`src/rtl/frame_scan_reader_pkg.sv`:
```
`default_nettype none
// ============================================================================
//  Module      : frame_scan_reader_pkg
//  Description : Shared definitions for the frame scan reader.
//                - FSM state encoding (IDLE, PRIME, STREAM, DRAIN, GAP; 3 bits)
//                - Helper for the RAM address width, $clog2(DEPTH)
//  Revision    : 1.0 - initial release
// ============================================================================
package frame_scan_reader_pkg;

    typedef enum logic [2:0] {
        ST_IDLE   = 3'd0,
        ST_PRIME  = 3'd1,
        ST_STREAM = 3'd2,
        ST_DRAIN  = 3'd3,
        ST_GAP    = 3'd4
    } state_t;

    localparam int DEFAULT_DEPTH  = 256;
    localparam int DEFAULT_ADDR_W = $clog2(DEFAULT_DEPTH);

    // Address width for a RAM of the given depth (never narrower than 1 bit).
    function automatic int addr_bits(input int depth);
        return (depth > 1) ? $clog2(depth) : 1;
    endfunction

endpackage
`default_nettype wire

```
`src/rtl/frame_scan_reader.sv`:
```
`default_nettype none
// ============================================================================
//  Module      : frame_scan_reader
//  Description : Streams one full frame of pixels out of the framebuffer RAM
//                read port onto a valid/ready pixel stream with frame markers.
//                Absorbs the one-cycle RAM read latency by driving the read
//                address with the next value of the read pointer.
//  Ports       : clk        - system clock (RAM read clock is the same clock)
//                rst        - asynchronous, active-high reset
//                run        - level; frames stream back to back while high
//                raddr      - RAM read address
//                rdata      - RAM read data (mem[raddr] of previous cycle)
//                pix_data   - pixel word
//                pix_valid  - pix_data is valid
//                pix_ready  - serializer accepts the pixel
//                pix_last   - marks pixel DEPTH-1 of the frame
//                frame_done - one-cycle pulse after the last-pixel handshake
//                busy       - high in every state except IDLE
//  Revision    : 1.0 - initial release
// ============================================================================
module frame_scan_reader
    import frame_scan_reader_pkg::*;
#(
    parameter int SIZE      = 8,
    parameter int DEPTH     = 256,
    parameter int FRAME_GAP = 16
) (
    input  logic                        clk,
    input  logic                        rst,
    input  logic                        run,
    output logic [addr_bits(DEPTH)-1:0] raddr,
    input  logic [SIZE-1:0]             rdata,
    output logic [SIZE-1:0]             pix_data,
    output logic                        pix_valid,
    input  logic                        pix_ready,
    output logic                        pix_last,
    output logic                        frame_done,
    output logic                        busy
);

    localparam int AW = addr_bits(DEPTH);
    // A zero gap still gets a 1-bit counter so the port/vector widths stay legal.
    localparam int GW = (FRAME_GAP > 0) ? $clog2(FRAME_GAP + 1) : 1;

    localparam logic [AW-1:0] LAST_ADDR = AW'(DEPTH - 1);
    localparam logic [GW-1:0] GAP_TC    = GW'((FRAME_GAP > 0) ? (FRAME_GAP - 1) : 0);

    state_t          state;
    logic [AW-1:0]   rd_ptr;
    logic [AW-1:0]   rd_ptr_next;
    logic [GW-1:0]   gap_cnt;
    logic            load;
    logic            handshake;

    // The output register is refilled whenever it is empty or being drained.
    assign load      = (state == ST_STREAM) && (!pix_valid || pix_ready);
    assign handshake = pix_valid && pix_ready;

    // raddr carries rd_ptr's next value so that rdata lines up with rd_ptr
    // one cycle later, hiding the RAM read latency. DEPTH is a power of two,
    // so the natural binary wrap of the increment is the modulo-DEPTH wrap.
    always_comb begin
        rd_ptr_next = rd_ptr;
        if (state == ST_IDLE) begin
            rd_ptr_next = '0;
        end else if (load) begin
            rd_ptr_next = rd_ptr + AW'(1);
        end
    end

    assign raddr = rd_ptr_next;
    assign busy  = (state != ST_IDLE);

    always_ff @(posedge clk or posedge rst) begin
        if (rst) begin
            state      <= ST_IDLE;
            rd_ptr     <= '0;
            gap_cnt    <= '0;
            pix_data   <= '0;
            pix_valid  <= 1'b0;
            pix_last   <= 1'b0;
            frame_done <= 1'b0;
        end else begin
            frame_done <= 1'b0;
            rd_ptr     <= rd_ptr_next;

            // Output register: a load always wins over a plain handshake,
            // which keeps one pixel per clock under continuous ready.
            if (load) begin
                pix_data  <= rdata;
                pix_valid <= 1'b1;
                pix_last  <= (rd_ptr == LAST_ADDR);
            end else if (handshake) begin
                pix_valid <= 1'b0;
            end

            case (state)
                ST_IDLE: begin
                    if (run) begin
                        state <= ST_PRIME;
                    end
                end

                ST_PRIME: begin
                    state <= ST_STREAM;
                end

                ST_STREAM: begin
                    if (load && (rd_ptr == LAST_ADDR)) begin
                        state <= ST_DRAIN;
                    end
                end

                ST_DRAIN: begin
                    if (handshake && pix_last) begin
                        frame_done <= 1'b1;
                        if (FRAME_GAP == 0) begin
                            state <= run ? ST_PRIME : ST_IDLE;
                        end else begin
                            gap_cnt <= '0;
                            state   <= ST_GAP;
                        end
                    end
                end

                ST_GAP: begin
                    // Counter stops at its terminal count; run is sampled only here.
                    if (gap_cnt == GAP_TC) begin
                        gap_cnt <= '0;
                        state   <= run ? ST_PRIME : ST_IDLE;
                    end else begin
                        gap_cnt <= gap_cnt + GW'(1);
                    end
                end

                default: begin
                    state <= ST_IDLE;
                end
            endcase
        end
    end

endmodule
`default_nettype wire

```
`config.mk`:
```
export PLATFORM = sky130hd
export DESIGN_NAME = frame_scan_reader
export DESIGN_NICKNAME = d
export VERILOG_FILES = /design/src/rtl/frame_scan_reader_pkg.sv /design/src/rtl/frame_scan_reader.sv
export SDC_FILE = /design/constraint.sdc
export NUM_CORES = 1
export LEC_CHECK = 0
export CORE_ASPECT_RATIO = 1.1
export CORE_UTILIZATION = 50
export CTS_BUF_LIST = sky130_fd_sc_hd__clkbuf_4 sky130_fd_sc_hd__clkbuf_8
export CTS_CLUSTER_SIZE = 10
export DETAILED_ROUTE_END_ITERATION = 8
export PLACE_DENSITY = 0.8
export RECOVER_POWER = 25
export SLEW_MARGIN = 10
export SYNTH_ARGS = -nofsm -noshare
export SYNTH_HDL_FRONTEND = slang
export SYNTH_SLANG_ARGS = --single-unit
export TNS_END_PERCENT = 20
```
`constraint.sdc`:
```
create_clock -name clk -period 2.1 [get_ports clk]
set_input_delay 0.21 -clock clk [delete_from_list [all_inputs] [get_ports clk]]
set_output_delay 0.21 -clock clk [all_outputs]
set_load 0.005 [all_outputs]
```
# Word-level counts from Yosys, hierarchy flattened
# Index checks and enable logic that the tools add are counted.
word_totals:
  reg_bits: 27
  input_bits: 12
  output_inout_bits: 20
  wordCells: 46
op_classes:
  addsub: 2
  n_eq_ne: 10
  mux: 15
  n_reduce_logical: 12
ops:
  columns: ["op", "count"]
  rows:
  - ["8-bit 2-to-1 mux", 2]
  - ["3-bit one-hot mux with 5 select lines", 1]
  - ["3-bit 2-to-1 mux", 4]
  - ["5-bit 2-to-1 mux", 2]
  - ["5-bit one-hot mux with 2 select lines", 1]
  - ["8-bit by 1-bit adder with 8-bit output, second input constant", 1]
  - ["8-bit == test, second input constant", 1]
  - ["3-bit by 2-bit == test with 1-bit output, second input constant", 2]
  - ["2-bit inequality test, second input constant", 3]
  - ["5-bit by 1-bit adder with 5-bit output, second input constant", 1]
  - ["5-bit by 4-bit == test with 1-bit output, second input constant", 1]
  - ["1-bit 2-to-1 mux", 5]
  - ["1-bit logical AND", 4]
  - ["4-bit AND reduction", 1]
  - ["2-bit nonzero test", 2]
  - ["3-bit by 1-bit == test with 1-bit output, second input constant", 1]
  - ["3-bit == test, second input constant", 1]
  - ["3-bit zero test", 1]
  - ["3-bit nonzero test", 1]
  - ["2-bit by 1-bit inequality test with 1-bit output, second input constant", 1]
  - ["2-bit AND reduction", 1]
  - ["1-bit zero test", 1]
  - ["1-bit logical OR", 1]

# Depth between registers and ports, before layout
logic_depth:
  depth_word: 6
  mapped_depth: 5
  ltp_nobuf: 5

# Least setup slack after synthesis
# Ideal clock, no wire load.
synth_path:
  kind: "reg2out"
  from: "reg state[0]"
  to: "out raddr[3]"
  arrival_ps: 1433
  slack_ps: 457
  path_stages_with_launch: 6
  cell_sequence: "dfrtp_1 or3b_1 buf_4 nor4_2 xnor2_1 nor2_1"
synth_between:
  elab_chain_cells: 4
  word_cells_on_any_way: 5
synth_rtl:
  columns: ["item", "line_no", "rtl"]
  rows:
  - ["start: declaration", "frame_scan_reader.sv:48", "state_t state;"]
  - ["start signal: assignment", "frame_scan_reader.sv:118", "state <= run ? ST_PRIME : ST_IDLE;"]
  - ["start signal: assignment", "frame_scan_reader.sv:130", "state <= run ? ST_PRIME : ST_IDLE;"]
  - ["3-bit by 2-bit == test with 1-bit output", "frame_scan_reader.sv:56", "assign load = (state == ST_STREAM) && (!pix_valid || pix_ready);"]
  - ["1-bit logical AND", "frame_scan_reader.sv:56", null]
  - ["8-bit 2-to-1 mux", "frame_scan_reader.sv:66", "end else if (load) begin"]
  - ["8-bit 2-to-1 mux (*)", "frame_scan_reader.sv:64", "if (state == ST_IDLE) begin"]
  - ["end: declaration", "frame_scan_reader.sv:31", "output logic [addr_bits(DEPTH)-1:0] raddr,"]
# Mark *: on every way between the ends. The rest lies on a longest branch, timed or not.

# Worst setup path after layout
layout_path:
  from: "reg state[0]"
  to: "out raddr[7]"
# Same word-level chain as after synthesis.

==> impl_metrics.env <==
export IMPL_fin_skew_ps=2.55
export IMPL_cts_clk_slew_worst_paths_ps=150
export IMPL_leakagePower_nw=0.839
export IMPL_worstPathArrival_ps=1970
export IMPL_first_global_vias=1146
export IMPL_diodes=0
export IMPL_insertion_delay_ps=330
export IMPL_avgSynthCellArea_um2=10.8
export IMPL_seq_power_share_pct=41.5
export IMPL_ios=32
export IMPL_grt_max_degree=28
export IMPL_fmax_mhz=458
export IMPL_finalSetupTns_ps=-152
export IMPL_clk_path_buf_depth=2
export IMPL_clkSinkCount=27
export IMPL_max_stage_delay_ps=410
export IMPL_cts_htree_levels=1
export IMPL_synth_ff_latch_count=27
export IMPL_overflow=0
export IMPL_critPathSlowestCell="dfrtp_1"
export IMPL_syn_to_final_growth_pct=44.1
export IMPL_antenna_found_initial=0
export IMPL_finalHoldViolCount=0
export IMPL_cts_tree="built"
export IMPL_ant_nets=0
export IMPL_synth_seq_area_share_pct=52.9
export IMPL_cts_made_buffers=3
export IMPL_dpl_cell_count=185
export IMPL_vdd_drop_max_v=0.000828
export IMPL_grt_pass1_wl_mm=4.97
export IMPL_cp_cell_sequence="buf_4, nor3b_4, nand2_2, nor4_4, mux2i_1, clkdlybuf4s15_2"
export IMPL_ys_types=34
export IMPL_fin_nets=184
export IMPL_slew_viol_final=0
export IMPL_root_buffer="clkbuf_4"
export IMPL_clkPwrFrac_pct=11.6
export IMPL_rsz0062_at_grt="yes"
export IMPL_worstSetupEndpointType="primary output"
export IMPL_hold_path_class="in -> reg"
export IMPL_setup_viol=3
export IMPL_yosys_warnings=0
export IMPL_coreArea_mm2=0.00232
export IMPL_rows=18
export IMPL_p_int_w=0.00130
export IMPL_port_buffers=31
export IMPL_timing_hold_ws_ps=455
export IMPL_switchingPower_w=0.000702
export IMPL_totalPowerFinal_w=0.00200
export IMPL_dp_slack_ps=-293
export IMPL_crit_type="reg -> out"
export IMPL_die_w_um=50.2
export IMPL_fin_ws_ps=-81.4
export IMPL_cp_required_ps=1890
export IMPL_startpoint_type="flip-flop"
export IMPL_synth_fp_nets=132
export IMPL_drive_above_1_share_pct=23.7
export IMPL_die_area_mm2=0.00276
export IMPL_violations="negative setup slack"
export IMPL_vias=1069
export IMPL_viasPerCell=5.37
export IMPL_dr_pass1_iters=4
export IMPL_nFillCells=145
export IMPL_tightest_slew_ps=1450
export IMPL_synth_area_mm2=0.00128
export IMPL_die_h_um=55.0
export IMPL_maxSlewHeadroom_pct=3.50
export IMPL_drt_iter0_markers=25
export IMPL_final_common_cell="dfrtp_1"
export IMPL_timing_final_crit_period_ps=2180
export IMPL_period_share_pct=104
export IMPL_hpwlAfterDp_mm=1.99
export IMPL_track_usage_pct=24.7
export IMPL_max_cap_viol_count=0
export IMPL_drc=0
export IMPL_pwr_share_comb_pct=46.9
export IMPL_stdcell_count=199
export IMPL_place_congestion=0.905
export IMPL_status="finished, violations left"
export IMPL_routed_wl_mm=3.11
export IMPL_wire_per_inst_um=15.6
export IMPL_syn_inst=118
export IMPL_start_util_pct=55.1
export IMPL_final_cell_mix="dfrtp_1, clkdlybuf4s50_1, buf_4"
export IMPL_switching_share_pct=35.1
export IMPL_p_per_area_mw_per_mm2=1090
export IMPL_crit_path_max_fanout=6
[critical path, delay by kind of cell, from the launching register on]
family	cells	cell delay, ps
flip-flops	1	410
buffers and inverters	2	400
multiplexers	1	260
AND/OR/NAND/NOR	3	580
[layout make-up]
type                       instances  area, um2  share of cell area (%)
clock inverter                     1       7.51                   0.408
inverter                           4       15.0                   0.816
multi-input combinational         83        631                    34.3
sequential                        27        676                    36.7
clock buffer                       3       22.5                    1.22
timing repair buffer              51        452                    24.5
tap                               30       37.5                    2.04
[timing repair]
action | 4_1_cts | 5_1_grt
buffers inserted | 5 | 5
pin swaps | 9 | 7
hold buffers | 0 | 0
endpoints found under the setup margin | 8 | 9
gates resized for setup | 23 | 12
[cells in the mapped netlist, drive strengths merged]
cell type / count / share of area (%)
nor2: 14 / 4.1
and3: 1 / 0.49
nor2b: 1 / 0.49
mux2: 8 / 7.1
a21o: 1 / 0.59
and2: 1 / 0.49
or3b: 2 / 1.4
clkbuf: 2 / 0.59
xor2: 1 / 0.69
nor3: 3 / 1.2
nand2b: 2 / 0.98
a32o: 1 / 0.78
nand4b: 1 / 0.69
nor4: 5 / 5.3
mux2i: 3 / 2.4
dfrtp: 27 / 53
buf: 2 / 0.98
o31ai: 1 / 0.59
o21ai: 2 / 0.78
nand2: 13 / 3.8
a31oi: 1 / 0.49
nand3: 9 / 3.5
or3: 1 / 0.49
ha: 2 / 2.0
xnor2: 5 / 3.4
nor3b: 1 / 0.98
nand4: 2 / 0.98
a21oi: 2 / 0.78
inv: 4 / 1.2
[kinds of logic (layout without fill, tap and decap cells)]
logic type                 count (synthesis)  after routing  share of synthesized area [%]
buffers and inverters                      8             59                           2.74
DFF                                       27             27                           52.9
adders and majority gates                  2              2                           1.96
AOI/OAI and AO/OA                          8              8                           4.02
and+or+nand+nor                           56             56                           24.9
muxes                                     11             11                           9.40
xor gates and xnor gates                   6              6                           4.11
[path summary, 6_finish.rpt]
check,start,to,slack (ps),cells after the start
min in group asynchronous,rst,pix_data[3]$_DFFE_PP0N_,790,3
worst min register to register,pix_data[7]$_DFFE_PP0N_,pix_data[7]$_DFFE_PP0N_,510,1
max in group asynchronous,rst,gap_cnt[3]$_DFFE_PP0P_,470,3
worst min-delay path,rdata[5],pix_data[5]$_DFFE_PP0N_,450,2
worst max-delay path,state[0]$_DFFE_PP0P_,raddr[7],-80,6
worst max register to register,state[0]$_DFFE_PP0P_,rd_ptr[7]$_DFF_PP0_,430,7
[stage by stage]
stage / util (%) / cell area (um2)
3_5_place_dp: 72.4 / 1680
4_1_cts: 76.9 / 1780
6_report: 79.3 / 1840
3_3_place_gp: 72.4 / 1680
2_1_floorplan: - / 1280
5_1_grt: 79.3 / 1840
[power by group through the flow]
stage | registers [W] | logic, W | clock network (W)
final | 0.000831 | 0.000938 | 0.000231
after global routing | 0.000852 | 0.00101 | 0.000256
after CTS | 0.000826 | 0.000865 | 0.000243
after detailed placement | 0.000828 | 0.000811 | 0
after global placement | 0.000815 | 0.000790 | 0
after floorplan | 0.000820 | 0.000391 | 0
[metal layers]
layer / vias up / share of wire (%) / global-route usage (%)
li1: 511 / - / -
met1: 507 / 41 / 27.0
met2: 44 / 52 / 46.4
met3: 7 / 5.5 / 7.10
met4: 0 / 1.3 / 8.57
met5: - / 0 / 0
[sequential cells by signal, summed over array words and instances (netlist names)]
register	cells
state	3
pix_data	8
rd_ptr	8
frame_done	1
gap_cnt	5
pix_valid	1
pix_last	1
Note: power is estimated with default switching activity, not from simulation.
